File: config.mk
export PLATFORM = sky130hd
export DESIGN_NAME = fifo_uart_tx
export DESIGN_NICKNAME = d
export VERILOG_FILES = /design/src/rtl/fifo_uart_pkg.sv /design/src/rtl/uart_baud_cnt.sv /design/src/rtl/fifo_uart_tx.sv
export SDC_FILE = /design/constraint.sdc
export NUM_CORES = 1
export LEC_CHECK = 0
export CELL_PAD_IN_SITES_DETAIL_PLACEMENT = 1
export CELL_PAD_IN_SITES_GLOBAL_PLACEMENT = 2
export CORE_MARGIN = 1.5
export CORE_UTILIZATION = 32
export CTS_BUF_LIST = sky130_fd_sc_hd__clkbuf_4 sky130_fd_sc_hd__clkbuf_8 sky130_fd_sc_hd__clkbuf_16
export DETAILED_ROUTE_END_ITERATION = 10
export GPL_ROUTABILITY_DRIVEN = 0
export PLACE_DENSITY_LB_ADDON = 0.1
export SLEW_MARGIN = 40
export SYNTH_ARGS = -nofsm -noshare
export SYNTH_HDL_FRONTEND = slang
export SYNTH_HIERARCHICAL = 1
export SYNTH_SLANG_ARGS = --single-unit
File: constraint.sdc
create_clock -name clk -period 2.2 [get_ports clk]
set_clock_uncertainty 0.1 [all_clocks]
set_input_delay 0.55 -clock clk [delete_from_list [all_inputs] [get_ports clk]]
set_output_delay 0.55 -clock clk [all_outputs]
set_load 0.1 [all_outputs]
File: src/rtl/fifo_uart_pkg.sv
// Shared types and constants for the FIFO-draining UART transmitter.
package fifo_uart_pkg;

  localparam int   DATA_BITS = 8;
  localparam logic START_LVL = 1'b0;
  localparam logic STOP_LVL  = 1'b1;

  typedef enum logic [2:0] {
    IDLE  = 3'd0,
    FETCH = 3'd1,
    LOAD  = 3'd2,
    START = 3'd3,
    DATA  = 3'd4,
    STOP  = 3'd5
  } state_e;

endpackage

File: src/rtl/uart_baud_cnt.sv
// Bit-period counter: counts 0..CLKS_PER_BIT-1 and wraps, held at zero while clr is high.
module uart_baud_cnt #(
  parameter int CLKS_PER_BIT = 16
) (
  input  logic clk,
  input  logic rst,
  input  logic clr,
  output logic tick,
  output logic pre_tick
);

  localparam int            CW   = (CLKS_PER_BIT > 1) ? $clog2(CLKS_PER_BIT) : 1;
  localparam logic [CW-1:0] LAST = CW'(CLKS_PER_BIT - 1);
  localparam logic [CW-1:0] PRE  = CW'(CLKS_PER_BIT - 2);

  logic [CW-1:0] cnt_q;
  logic [CW-1:0] cnt_d;

  always_comb begin
    cnt_d = cnt_q + CW'(1);
    if (clr || (cnt_q == LAST)) begin
      cnt_d = '0;
    end
  end

  always_ff @(posedge clk) begin
    if (rst) begin
      cnt_q <= '0;
    end else begin
      cnt_q <= cnt_d;
    end
  end

  assign tick = (cnt_q == LAST);
  // One cycle ahead of tick, so the owner can register a last-cycle strobe.
  assign pre_tick = (cnt_q == PRE);

endmodule

File: src/rtl/fifo_uart_tx.sv
// Pops bytes from the FIFO read port and sends each as an 8N1 UART frame.
module fifo_uart_tx
  import fifo_uart_pkg::*;
#(
  parameter int CLKS_PER_BIT = 16
) (
  input  logic       clk,
  input  logic       rst,
  input  logic       tx_en,
  input  logic       fifo_empt,
  input  logic [7:0] fifo_data,
  output logic       fifo_rd_en,
  output logic       tx,
  output logic       busy,
  output logic       tx_done
);

  localparam logic [2:0] LAST_BIT = 3'(DATA_BITS - 1);

  state_e                 state_q, state_d;
  logic [DATA_BITS-1:0]   shift_q, shift_d;
  logic [2:0]             bit_idx_q, bit_idx_d;
  logic                   tx_q, tx_d;
  logic                   rd_en_q, rd_en_d;
  logic                   busy_q, busy_d;
  logic                   tx_done_q, tx_done_d;
  logic                   baud_clr, baud_tick, baud_pre;

  assign baud_clr = !(state_q inside {START, DATA, STOP});

  uart_baud_cnt #(
    .CLKS_PER_BIT(CLKS_PER_BIT)
  ) u_baud (
    .clk     (clk),
    .rst     (rst),
    .clr     (baud_clr),
    .tick    (baud_tick),
    .pre_tick(baud_pre)
  );

  always_ff @(posedge clk) begin
    if (rst) begin
      state_q <= IDLE;
    end else begin
      state_q <= state_d;
    end
  end

  // fifo_empt is only looked at in IDLE; an active frame always runs to STOP.
  always_comb begin
    state_d = state_q;
    case (state_q)
      IDLE:    if (tx_en && !fifo_empt) state_d = FETCH;
      FETCH:   state_d = LOAD;
      LOAD:    state_d = START;
      START:   if (baud_tick) state_d = DATA;
      DATA:    if (baud_tick && (bit_idx_q == LAST_BIT)) state_d = STOP;
      STOP:    if (baud_tick) state_d = IDLE;
      default: state_d = IDLE;
    endcase
  end

  always_comb begin
    shift_d   = shift_q;
    bit_idx_d = bit_idx_q;
    if (state_q == LOAD) begin
      shift_d = fifo_data;
    end else if ((state_q == DATA) && baud_tick) begin
      shift_d   = shift_q >> 1;
      bit_idx_d = bit_idx_q + 3'd1;
    end
  end

  // Outputs are decoded from the next state so the registered pins line up with the state.
  always_comb begin
    rd_en_d   = (state_d == FETCH);
    busy_d    = (state_d != IDLE);
    tx_done_d = (state_q == STOP) && baud_pre;
    case (state_d)
      START:   tx_d = START_LVL;
      DATA:    tx_d = shift_d[0];
      default: tx_d = STOP_LVL;
    endcase
  end

  always_ff @(posedge clk) begin
    if (rst) begin
      shift_q   <= '0;
      bit_idx_q <= '0;
      tx_q      <= STOP_LVL;
      rd_en_q   <= 1'b0;
      busy_q    <= 1'b0;
      tx_done_q <= 1'b0;
    end else begin
      shift_q   <= shift_d;
      bit_idx_q <= bit_idx_d;
      tx_q      <= tx_d;
      rd_en_q   <= rd_en_d;
      busy_q    <= busy_d;
      tx_done_q <= tx_done_d;
    end
  end

  assign fifo_rd_en = rd_en_q;
  assign tx         = tx_q;
  assign busy       = busy_q;
  assign tx_done    = tx_done_q;

endmodule

# Word level (Yosys, flattened, before mapping)
# Index checks and enable logic that the tools add are counted.
[totals]
register_bits = 22
inputBits = 12
output_inout_bits = 4
word_cells = 44
[classes]
addsub = 2
eq_ne = 11
mux = 8
bitwise = 1
n_reduce_logical = 13
[op_table]
columns = ["op", "n"]
rows = [
  ["3-bit case mux with 6 select lines", 1],
  ["8-bit two-way mux", 2],
  ["3-bit equality test (second input constant)", 4],
  ["3-bit two-way mux", 4],
  ["3-bit by 2-bit equality test with 1-bit output (second input constant)", 3],
  ["4-bit equality test (second input constant)", 2],
  ["3-bit by 1-bit equality test with 1-bit output (second input constant)", 2],
  ["3-bit nonzero test", 2],
  ["4-bit by 1-bit adder with 4-bit output (second input constant)", 1],
  ["1-bit logical AND", 4],
  ["3-bit by 1-bit adder with 3-bit output (second input constant)", 1],
  ["3-bit logical NOT", 1],
  ["1-bit logical NOT", 2],
  ["1-bit case mux with 2 select lines", 1],
  ["2-bit AND reduction", 1],
  ["2-bit nonzero test", 1],
  ["2-bit OR reduction", 1],
  ["1-bit logical OR", 1],
  ["1-bit inverter", 1],
]

# Longest topological paths before layout
# Gate-level depths: netlist of the first run.
[depth]
word_depth = 6
depth_mapped = 7
mapped_depth_nobuf = 6

# By module
# The synthesis of the first run kept the hierarchy.
[modules_own_cells]
columns = ["mod", "instances", "cells_each", "area_each_um2", "seq_area_each_um2"]
rows = [
  ["fifo_uart_tx", 1, 83, 830.8, 360.3],
  ["uart_baud_cnt", 1, 17, 178.9, 80.1],
]

# Worst setup path after synthesis of the first run
# OpenSTA, ideal clock, no wires.
[synth_path]
kind = "register -> register"
from = "register u_baud.cnt_q[0]"
to = "register busy_q (netlist: busy)"
setup_ps = 127
arrival_time_ps = 1494
required_time_ps = 1973
path_slack_ps = 479
stages_incl_launch_ff = 7
n_path_buf = 0
period_less_slack_ps = 1721
cell_sequence = "dfxtp_1 > ha_1 > and3_4 > and3b_1 > o21ai_2 > a21oi_2 > or3_1"
[synth_between]
elab_chain_cells = 5
word_cells_on_any_way = 7
cone_classes = "eq/ne (1); mux (4); reduce/logical (2)"
[synth_lines]
columns = ["element", "line_no", "text"]
rows = [
  ["start: declaration", "uart_baud_cnt.sv:16", "logic [CW-1:0] cnt_q;"],
  ["start signal: assignment", "uart_baud_cnt.sv:30", "cnt_q <= cnt_d;"],
  ["4-bit equality test *", "uart_baud_cnt.sv:34", "assign tick = (cnt_q == LAST);"],
  ["named net baud_tick", "fifo_uart_tx.sv:27", "logic baud_clr, baud_tick, baud_pre;"],
  ["1-bit logical AND", "fifo_uart_tx.sv:57", "DATA: if (baud_tick && (bit_idx_q == LAST_BIT)) state_d = STOP;"],
  ["3-bit two-way mux", "fifo_uart_tx.sv:57", ""],
  ["3-bit case mux with 6 select lines *", "fifo_uart_tx.sv:52", "case (state_q)"],
  ["3-bit nonzero test *", "fifo_uart_tx.sv:77", "busy_d = (state_d != IDLE);"],
  ["end signal: assignment", "fifo_uart_tx.sv:99", "busy_q <= busy_d;"],
  ["end: declaration", "fifo_uart_tx.sv:25", "logic busy_q, busy_d;"],
]
# The timed path passes the listed nets; every way through them passes the cells marked *.
# A chain may end at the register's enable or synchronous reset.

# Worst setup path after layout of the first run
# Ends and elaborated chain as after synthesis.

==> results of run 1 <==
## layout by cell type, fill, tap and decap left out, drive strengths merged, types with 2 or more instances in the layout
cell type | Yosys | routed
dfxtp | 22 | 22
nor2 | 17 | 17
clkdlybuf4s50 | 0 | 11
mux2i | 9 | 9
a211oi | 6 | 6
buf | 2 | 6
ha | 4 | 4
a21oi | 4 | 4
nor2b | 3 | 3
nand3 | 3 | 3
clkbuf | 2 | 3
and3 | 3 | 3
xnor2 | 2 | 2
nand2 | 2 | 2
and2b | 2 | 2
a21boi | 2 | 2
o21ai | 2 | 2
or3 | 2 | 2
## cell families (layout without fill, tap and decap cells)
kind of cell	count (synthesis)	count (layout)	share of synthesized area (%)
compound gates	18	18	13.51
xor+xnor	3	3	2.603
fa+ha+maj	4	4	4.957
buf+inv	5	21	3.097
flops	22	22	43.62
mux	9	9	8.922
simple gates	39	39	23.30
## layout make-up
| class | instances | area [um^2] | share of cell area, % |
|---|---|---|---|
| inverters | 1 | 3.754 | 0.3090 |
| flip-flops and latches | 22 | 440.4 | 36.25 |
| multi-input cells | 73 | 538.0 | 44.28 |
| repair buffers | 17 | 155.1 | 12.77 |
| well taps | 44 | 55.05 | 4.531 |
| clock buffers | 3 | 22.52 | 1.854 |
## power groups by stage
stage	registers (W)	clock network, W	logic, W
final	0.000433	0.000176	0.000119
after global routing	0.000437	0.000206	0.000131
after CTS	0.000433	0.000194	0.000121
after detailed placement	0.000442	0	0.000121
after global placement	0.000442	0	0.000119
after floorplan	0.000469	0	0.0000527
## registers in the layout (all words and copies together) (netlist names)
signal	cells
shift_q	8
tx_done	1
u_baud/cnt_q	4
tx	1
fifo_rd_en	1
bit_idx_q	3
state_q	3
busy	1
## through the flow
stage          instances  total power (W)  hold slack, ps  utilization [%]  setup WS (ps)
6_report             160        0.0007282           382.5            40.12          354.5
5_1_grt              160        0.0007732           400.5            40.12          252.4
4_1_cts              160        0.0007484           385.1            40.12          341.8
3_5_place_dp         157        0.0005628           361.3            39.38          255.7
3_3_place_gp         157        0.0005612           347.9            39.38          235.5
2_1_floorplan        100        0.0005212           329.7                -          478.7
## worst reg2reg max path: cells and delay by family (launching register included)
family / cells / cell delay [ps]
AOI/OAI and AO/OA: 2 / 300
adders and majority gates: 1 / 230
DFF: 1 / 350
and+or+nand+nor: 3 / 770
## per-layer routing
metal	vias to the layer above	GRT usage [%]	wire, um
li1	390	-	-
met1	346	16.02	877
met4	0	7.792	17
met3	2	3.057	69
met5	-	0	0
met2	9	25.24	1039
## worst max path at each step
stage | end | cells after the start
5_1_grt | busy$_SDFF_PP0_ | 6
3_3_place_gp | tx$_SDFF_PP1_ | 4
4_1_cts | busy$_SDFF_PP0_ | 6
6_report | busy$_SDFF_PP0_ | 6
2_1_floorplan | busy$_SDFF_PP0_ | 6
3_5_place_dp | tx$_SDFF_PP1_ | 4
==> flow_metrics.py, run 1 <==
metrics = {
    "power_and_ir_drop": {
        "p_switching_w": 0.0001965,
        "p_leak_nw": 0.4606,
        "ir_drop_mv": 0.1999,
        "p_per_area_nw_per_um2": 599.4,
        "netSwitchingFraction_pct": 26.99,
        "power_frac_seq_pct": 59.4,
        "p_int_w": 0.0005317,
        "p_clk_share_pct": 24.2,
        "p_comb_share_pct": 16.4,
    },
    "clocking": {
        "cts.root.buffer_cell": "clkbuf_4",
        "clk_latency_ps": 300,
        "cts_resized": 0,
        "cts_buffer_depth": 2,
        "numCtsBuffers": 3,
        "tritoncts": "yes",
        "clock_sinks": 22,
        "postCtsHoldBufs": 0,
        "htree_levels": 1,
        "path_clk_slew_ps": 110,
        "cts_setup_buffers": 0,
    },
    "timing": {
        "max_freq_mhz": 541.9,
        "hold_viol": 0,
        "tns_ps": 0,
        "period_minus_slack_ps": 1845,
        "finalCritPeriodShare_pct": 83.88,
        "slew_viol_final": 0,
        "grt_setup_unrepaired": "no",
        "relSlewSlack_pct": 71.88,
        "worst_pin_slew_ps": 421.3,
        "final-setup-viol-count": 0,
    },
    "cells_and_area": {
        "fill_cells": 339,
        "fin_area_um2": 1215,
        "area_growth_pct": 20.32,
        "drive_above_1_share_pct": 15.52,
        "fin_nets": 134,
        "diodes": 0,
    },
    "run_status": {
        "status": "finished, final reports clean",
    },
    "worst_hold_path": {
        "hold_path_end": "u_baud/cnt_q[0]$_SDFF_PP0_",
        "hold_depth": 1,
        "hold_path.class": "reg -> reg",
        "worstHoldStart": "u_baud/cnt_q[0]$_SDFF_PP0_",
    },
    "yosys": {
        "synth_edf_count": 0,
        "ys.flop_type": "dfxtp_1",
        "seq_area_frac_synth_pct": 43.62,
        "synth.top_cells.by_count": "22 x dfxtp_1, 16 x nor2_1, 9 x mux2i_1",
        "synthDistinctLibCells": 39,
        "synthCells": 100,
        "synth.largest_area_cell": "dfxtp_1",
        "synth_area_leaders": "dfxtp_1 44%, mux2i_1 8.9%, nor2_1 5.9%, ha_1 5.0%, a211oi_1 4.5%",
        "yosysMostFrequentCell": "dfxtp_1",
        "syn-cell-area_um2": 1010,
        "avgSynthCellArea_um2": 10.10,
        "synthesis.nets": 116,
        "yosys_warnings": 6,
        "yosysTopAreaCellShare_pct": 43.62,
        "synthArstFlopShare_pct": 0,
        "synth-seq-cells": 22,
    },
    "worst_setup_path": {
        "worstSetupPathType": "reg -> reg",
        "cp.required_ps": 2300,
        "path_delay_family": "simple AND/OR/NAND/NOR gates",
        "ff2ff_setup_slack_ps": 350,
        "cp.arrival_ps": 1940,
        "worstSetupStartpointType": "register",
        "crit_path_end_kind": "register",
        "crit_chain": "ha_1 -> and3_4 -> and3b_1 -> o21ai_2 -> a21oi_2 -> or3_1",
        "timing.rr.start": "u_baud/cnt_q[0]$_SDFF_PP0_",
        "critPathSlowestCell": "dfxtp_1",
        "crit_path_start": "u_baud/cnt_q[0]$_SDFF_PP0_",
        "max_stage_delay_ps": 350,
        "critical_path.max_fanout": 10,
        "worstRegToRegCells": 6,
        "r2r-end": "busy$_SDFF_PP0_",
        "path_buf_inv": 0,
    },
    "floorplan": {
        "die_area_um2": 3501,
        "die_y_um": 59.17,
        "rows": 20,
        "io_pins": 16,
        "core-area_um2": 3028,
        "die_x_um": 59.17,
        "start_util_pct": 33.35,
    },
    "grt": {
        "grtUsageTotal_pct": 14.35,
        "grt_start_max_net_pins": 15,
        "grt_pass1_wl_mm": 3.726,
        "grt_pass1_vias": 838,
        "antenna_found_initial": 0,
        "overflow": 0,
    },
    "place": {
        "port_buffers": 15,
        "place_area_um2": 1192,
        "hpwl_mm": 1.454,
    },
    "routing": {
        "drtPass1Iterations": 3,
        "ant_nets": 0,
        "totalWireLength_mm": 2.004,
        "drt_iter0_drc": 10,
        "viasPerCell": 4.669,
        "drc": 0,
        "vias": 747,
        "wire_per_inst_um": 12.53,
    },
    "flow_run": {
        "cap_violations": 0,
    },
}
Note: power is estimated with default switching activity, not from simulation.
==> inputs of run 2 (changes only) <==
==> constraint.sdc (replaced) <==
create_clock -name clk -period 1.9 [get_ports clk]
set_clock_uncertainty 0.1 [all_clocks]
set_input_delay 0.475 -clock clk [delete_from_list [all_inputs] [get_ports clk]]
set_output_delay 0.475 -clock clk [all_outputs]
set_load 0.1 [all_outputs]
==> run 2 against run 1 <==
Net effect:
- count of clock-buffer cells in the layout rose by 1
- largest power group unchanged
- first-iteration DRC count grew 50%
- routed wire length increased by 6.6%
- critical endpoint unchanged
- fmax up 4.5%
==> flow_metrics.py, run 2 (synthesis gave the netlist of run 1 again) <==
metrics = {
    "floorplan": {
        "core-area_um2": 3028,
        "die_area_um2": 3501,
        "io_pins": 16,
        "rows": 20,
        "start_util_pct": 33.35,
        "die_x_um": 59.17,
        "die_y_um": 59.17,
    },
    "worst_setup_path": {
        "worstSetupPathType": "reg -> reg",
        "worstSetupStartpointType": "register",
        "cp.required_ps": 2000,
        "crit_path_end_kind": "register",
        "cp.arrival_ps": 1860,
        "critical_path.max_fanout": 5,
    },
    "clocking": {
        "postCtsHoldBufs": 0,
        "htree_levels": 1,
        "clk_latency_ps": 300,
        "numCtsBuffers": 3,
        "tritoncts": "yes",
        "cts.root.buffer_cell": "clkbuf_4",
        "cts_buffer_depth": 2,
        "clock_sinks": 22,
        "path_clk_slew_ps": 130,
    },
    "cells_and_area": {
        "largest_reg_flops": 8,
        "area_growth_pct": 30.48,
        "regMostFlops": "shift_q",
        "fin_nets": 137,
        "final_common_cell": "dfxtp_1",
        "diodes": 0,
        "top_regs": "shift_q (8), u_baud/cnt_q (4)",
        "layout_common_cells": "21 x dfxtp_1, 16 x nor2_1, 11 x clkdlybuf4s50_1",
        "drive_above_1_share_pct": 20.00,
    },
    "timing": {
        "relSlewSlack_pct": 69.31,
        "slew_viol_final": 0,
        "period_minus_slack_ps": 1766,
        "max_freq_mhz": 566.3,
        "finalCritPeriodShare_pct": 92.94,
        "tns_ps": 0,
        "grt_setup_unrepaired": "no",
        "hold_viol": 0,
        "worst_pin_slew_ps": 459.7,
        "final-setup-viol-count": 0,
    },
    "routing": {
        "drtPass1Iterations": 4,
        "drt_iter0_drc": 15,
        "drc": 0,
        "ant_nets": 0,
        "vias": 792,
        "totalWireLength_mm": 2.136,
        "wire_per_inst_um": 13.02,
        "viasPerCell": 4.829,
    },
    "power_and_ir_drop": {
        "ir_drop_mv": 0.2511,
        "p_per_area_nw_per_um2": 697.8,
        "total_power_w": 0.0009194,
        "p_leak_nw": 0.4988,
    },
    "grt": {
        "grt_start_max_net_pins": 15,
        "grt_pass1_wl_mm": 3.726,
        "antenna_found_initial": 0,
        "grt_pass1_vias": 819,
        "grtUsageTotal_pct": 13.99,
        "overflow": 0,
    },
    "worst_hold_path": {
        "hold_path.class": "reg -> reg",
    },
    "place": {
        "port_buffers": 15,
        "hpwl_mm": 1.489,
    },
    "run_status": {
        "status": "finished, final reports clean",
    },
    "flow_run": {
        "cap_violations": 0,
    },
}
-- run 2: timing repair --
item,CTS,global route
endpoints found under the setup margin,0,4
setup buffers,0,1
gates resized for setup,0,2
-- run 2: final cells by class --
type | count | area [um^2]
clock buffer | 4 | 36.28
timing repair buffer | 19 | 232.7
sequential | 22 | 441.7
fill | 344 | 1710
tap | 44 | 55.05
inverter | 1 | 3.754
multi-input combinational | 74 | 548.0
-- run 2: critical path: stages (launching register included) --
cell	delay (ps)
dfxtp_2	360
ha_2	200
and3_4	190
and3b_1	190
o21ai_2	190
a21oi_2	80
or3_1	340
-- run 2: power by group --
part / switching [W] / total (W) / internal (W)
logic: 0.0000809 / 0.000157 / 0.0000762
registers: 0.0000212 / 0.000505 / 0.000484
clock network: 0.000141 / 0.000257 / 0.000117
-- run 2: metal layers --
metal | vias up | share of wire (%) | global-route usage, %
met5 | - | 0 | 0
met4 | 0 | 1.1 | 6.818
met3 | 2 | 2.6 | 2.402
met2 | 9 | 48 | 22.38
met1 | 382 | 48 | 18.17
li1 | 399 | - | -
-- run 2: through the flow --
stage	worst slack (ps)	utilization, %	cells	hold WS [ps]	cell area, um^2
finish	134.1	43.51	164	342.3	1318
global route	29.92	43.51	164	360.4	1318
CTS	24.07	42.89	162	389.6	1299
detailed placement	23.78	41.69	158	358.4	1262
global placement	38.69	41.69	158	343.0	1262
floorplan	178.7	-	100	329.7	1010
-- run 2: path summary, 6_finish.rpt --
| path | start | endpoint | slack [ps] | depth (start not counted) |
|---|---|---|---|---|
| setup / recovery | u_baud/cnt_q[0]$_SDFF_PP0_ | busy$_SDFF_PP0_ | 130 | 6 |
| hold / removal | u_baud/cnt_q[0]$_SDFF_PP0_ | u_baud/cnt_q[0]$_SDFF_PP0_ | 340 | 1 |
| setup reg to reg | u_baud/cnt_q[0]$_SDFF_PP0_ | busy$_SDFF_PP0_ | 130 | 6 |
| hold reg to reg | u_baud/cnt_q[0]$_SDFF_PP0_ | u_baud/cnt_q[0]$_SDFF_PP0_ | 340 | 1 |
==> inputs of run 3 (changes only) <==
--- a/config.mk
+++ b/config.mk
@@ -5,14 +5,17 @@
 export SDC_FILE = /design/constraint.sdc
 export NUM_CORES = 1
 export LEC_CHECK = 0
+export ABC_AREA = 1
+export ABC_CLOCK_PERIOD_IN_PS = 1900
 export CELL_PAD_IN_SITES_DETAIL_PLACEMENT = 1
 export CELL_PAD_IN_SITES_GLOBAL_PLACEMENT = 2
 export CORE_MARGIN = 1.5
-export CORE_UTILIZATION = 32
+export CORE_UTILIZATION = 30
 export CTS_BUF_LIST = sky130_fd_sc_hd__clkbuf_4 sky130_fd_sc_hd__clkbuf_8 sky130_fd_sc_hd__clkbuf_16
 export DETAILED_ROUTE_END_ITERATION = 10
 export GPL_ROUTABILITY_DRIVEN = 0
 export PLACE_DENSITY_LB_ADDON = 0.1
+export RECOVER_POWER = 100
 export SLEW_MARGIN = 40
 export SYNTH_ARGS = -nofsm -noshare
 export SYNTH_HDL_FRONTEND = slang
==> run 3 against run 2 <==
Net effect:
- routed wire length up 14%
- synthesized cell count up 39%
- register-to-register slack better by 40 ps
- critical path type unchanged
- largest cell class unchanged
- largest power group unchanged
==> flow_metrics.py, run 3 <==
metrics = {
    "run_status": {
        "status": "finished, final reports clean",
    },
    "yosys": {
        "ys.flop_type": "dfxtp_1",
        "synth.largest_area_cell": "dfxtp_1",
        "synth_area_leaders": "dfxtp_1 42%, nand2_1 15%, inv_1 6.0%, ha_1 4.7%, nor2_1 4.6%",
        "yosysTopAreaCellShare_pct": 41.61,
        "yosysMostFrequentCell": "nand2_1",
        "synthesis.nets": 155,
        "avgSynthCellArea_um2": 7.615,
        "synth-seq-cells": 22,
        "yosys_warnings": 6,
        "synthCells": 139,
        "synthDistinctLibCells": 24,
        "synth.top_cells.by_count": "41 x nand2_1, 22 x dfxtp_1, 17 x inv_1",
        "synth_edf_count": 0,
        "synthArstFlopShare_pct": 0,
        "seq_area_frac_synth_pct": 41.61,
        "syn-cell-area_um2": 1059,
    },
    "clocking": {
        "numCtsBuffers": 3,
        "clock_sinks": 22,
        "clk_latency_ps": 300,
        "postCtsHoldBufs": 0,
        "tritoncts": "yes",
        "cts.root.buffer_cell": "clkbuf_4",
        "path_clk_slew_ps": 130,
        "cts_buffer_depth": 2,
        "htree_levels": 1,
    },
    "routing": {
        "drt_iter0_drc": 13,
        "drc": 0,
        "wire_per_inst_um": 12.02,
        "drtPass1Iterations": 3,
        "ant_nets": 0,
        "vias": 942,
        "viasPerCell": 4.640,
        "totalWireLength_mm": 2.440,
    },
    "place": {
        "place_area_um2": 1306,
        "port_buffers": 15,
        "pre_cts_slack_ps": 127.9,
        "hpwl_mm": 1.926,
    },
    "worst_setup_path": {
        "worstSetupStartpointType": "register",
        "cp.arrival_ps": 1830,
        "cp.required_ps": 2000,
        "timing.rr.start": "u_baud/cnt_q[0]$_SDFF_PP0_",
        "worstSetupEndpoint": "busy$_SDFF_PP0_",
        "crit_path_end_kind": "register",
        "worstRegToRegCells": 10,
        "crit_path_start": "u_baud/cnt_q[0]$_SDFF_PP0_",
        "critical_path.max_fanout": 5,
        "r2r-end": "busy$_SDFF_PP0_",
        "worstSetupPathType": "reg -> reg",
        "ff2ff_setup_slack_ps": 170,
    },
    "cells_and_area": {
        "area_growth_pct": 17.97,
        "largest_reg_flops": 8,
        "multi_input_area_um2": 498.0,
        "fin_nets": 175,
        "drive_above_1_share_pct": 13.38,
        "diodes": 0,
        "fin_area_um2": 1249,
        "fill_cells": 459,
        "final_common_cell": "nand2_1",
        "seq_area_um2": 441.7,
        "top_regs": "shift_q (8), u_baud/cnt_q (4)",
        "regMostFlops": "shift_q",
        "layout_common_cells": "42 x nand2_1, 21 x dfxtp_1, 17 x inv_1",
    },
    "power_and_ir_drop": {
        "p_per_area_nw_per_um2": 815.5,
        "ir_drop_mv": 0.1978,
        "p_leak_nw": 0.5487,
        "total_power_w": 0.001018,
    },
    "grt": {
        "grt_pass1_vias": 988,
        "grtUsageTotal_pct": 14.17,
        "grt_start_max_net_pins": 12,
        "grt_pass1_wl_mm": 4.395,
        "overflow": 0,
        "antenna_found_initial": 0,
    },
    "timing": {
        "tns_ps": 0,
        "slew_viol_final": 0,
        "hold_viol": 0,
        "grt_setup_unrepaired": "no",
        "max_freq_mhz": 577.8,
        "finalCritPeriodShare_pct": 91.09,
        "setup_ws_ps": 169.3,
        "final-setup-viol-count": 0,
        "period_minus_slack_ps": 1731,
        "relSlewSlack_pct": 63.98,
        "worst_pin_slew_ps": 542.6,
    },
    "floorplan": {
        "start_util_pct": 31.47,
        "core-area_um2": 3363,
        "rows": 21,
        "die_y_um": 62.40,
        "die_x_um": 62.40,
        "die_area_um2": 3894,
        "io_pins": 16,
    },
    "worst_hold_path": {
        "hold_path.class": "reg -> reg",
    },
    "flow_run": {
        "cap_violations": 0,
    },
}
run 3: cell count changes after synthesis, moves of 5 or more:
cell,delta
mux2i_1,-9
a211oi_1,-6
inv_1,+16
nand2_1,+39
nand4_1,+5
a31oi_1,+6
run 3: where the power goes:
group / switching (W) / internal [W] / leakage, nW
Clock: 0.000142 / 0.0000739 / 0.0138
Combinational: 0.000192 / 0.0000756 / 0.356
Sequential: 0.0000366 / 0.000497 / 0.179
Total: 0.000371 / 0.000647 / 0.549
run 3: what timing repair did:
action,in CTS,in global routing
resized for setup,0,1
buffers inserted,0,0
endpoints found under the setup margin,0,1
run 3: worst max-delay path, cell delays in order (launching register included):
cell and delay (ps):
dfxtp_2 360, ha_1 220, nand3_1 110, inv_1 70, buf_4 160, nand2_1 60
inv_1 40, nand3_1 80, nand2_1 60, o21ai_0 260, nand3b_1 100
run 3: kinds of logic after synthesis:
family,Yosys count,share of synthesized area (%)
adder cells (fa/ha/maj),4,4.728
AO/OA/AOI/OAI,13,7.565
buffers and inverters,23,9.338
flip-flops,22,41.61
XOR/XNOR,2,1.655
AND/OR/NAND/NOR,75,35.11
run 3: worst min path at each step:
stage / end / startpoint / slack [ps] / cells after the start
after floorplan: u_baud/cnt_q[0]$_SDFF_PP0_ / u_baud/cnt_q[0]$_SDFF_PP0_ / 340 / 1
after global placement: bit_idx_q[1]$_SDFFE_PP0P_ / bit_idx_q[1]$_SDFFE_PP0P_ / 360 / 2
after detailed placement: shift_q[7]$_SDFFE_PP0P_ / shift_q[7]$_SDFFE_PP0P_ / 370 / 2
after CTS: shift_q[7]$_SDFFE_PP0P_ / shift_q[7]$_SDFFE_PP0P_ / 380 / 2
after global routing: u_baud/cnt_q[0]$_SDFF_PP0_ / u_baud/cnt_q[0]$_SDFF_PP0_ / 380 / 1
final: u_baud/cnt_q[0]$_SDFF_PP0_ / u_baud/cnt_q[0]$_SDFF_PP0_ / 360 / 1
run 3: cell type report:
type / instances / area share (%)
inverters: 21 / 6.713
flip-flops and latches: 22 / 35.37
clock buffers: 3 / 1.804
repair buffers: 17 / 11.62
well taps: 46 / 4.609
multi-input cells: 94 / 39.88
run 3: per-stage QoR:
step                      hold slack, ps  util [%]  cells
after floorplan                    340.7         -    139
after global placement             356.6     38.84    200
after detailed placement           365.0     38.84    200
after CTS                          383.9     39.51    203
after global routing               376.9     37.13    203
final                              355.9     37.13    203
run 3: layer usage:
metal	vias to the layer above	GRT usage, %	wire length, um
met5	-	0	0
met4	0	6.667	27
met3	2	2.162	48
met2	10	24.06	1164
met1	449	17.59	1199
li1	481	-	-
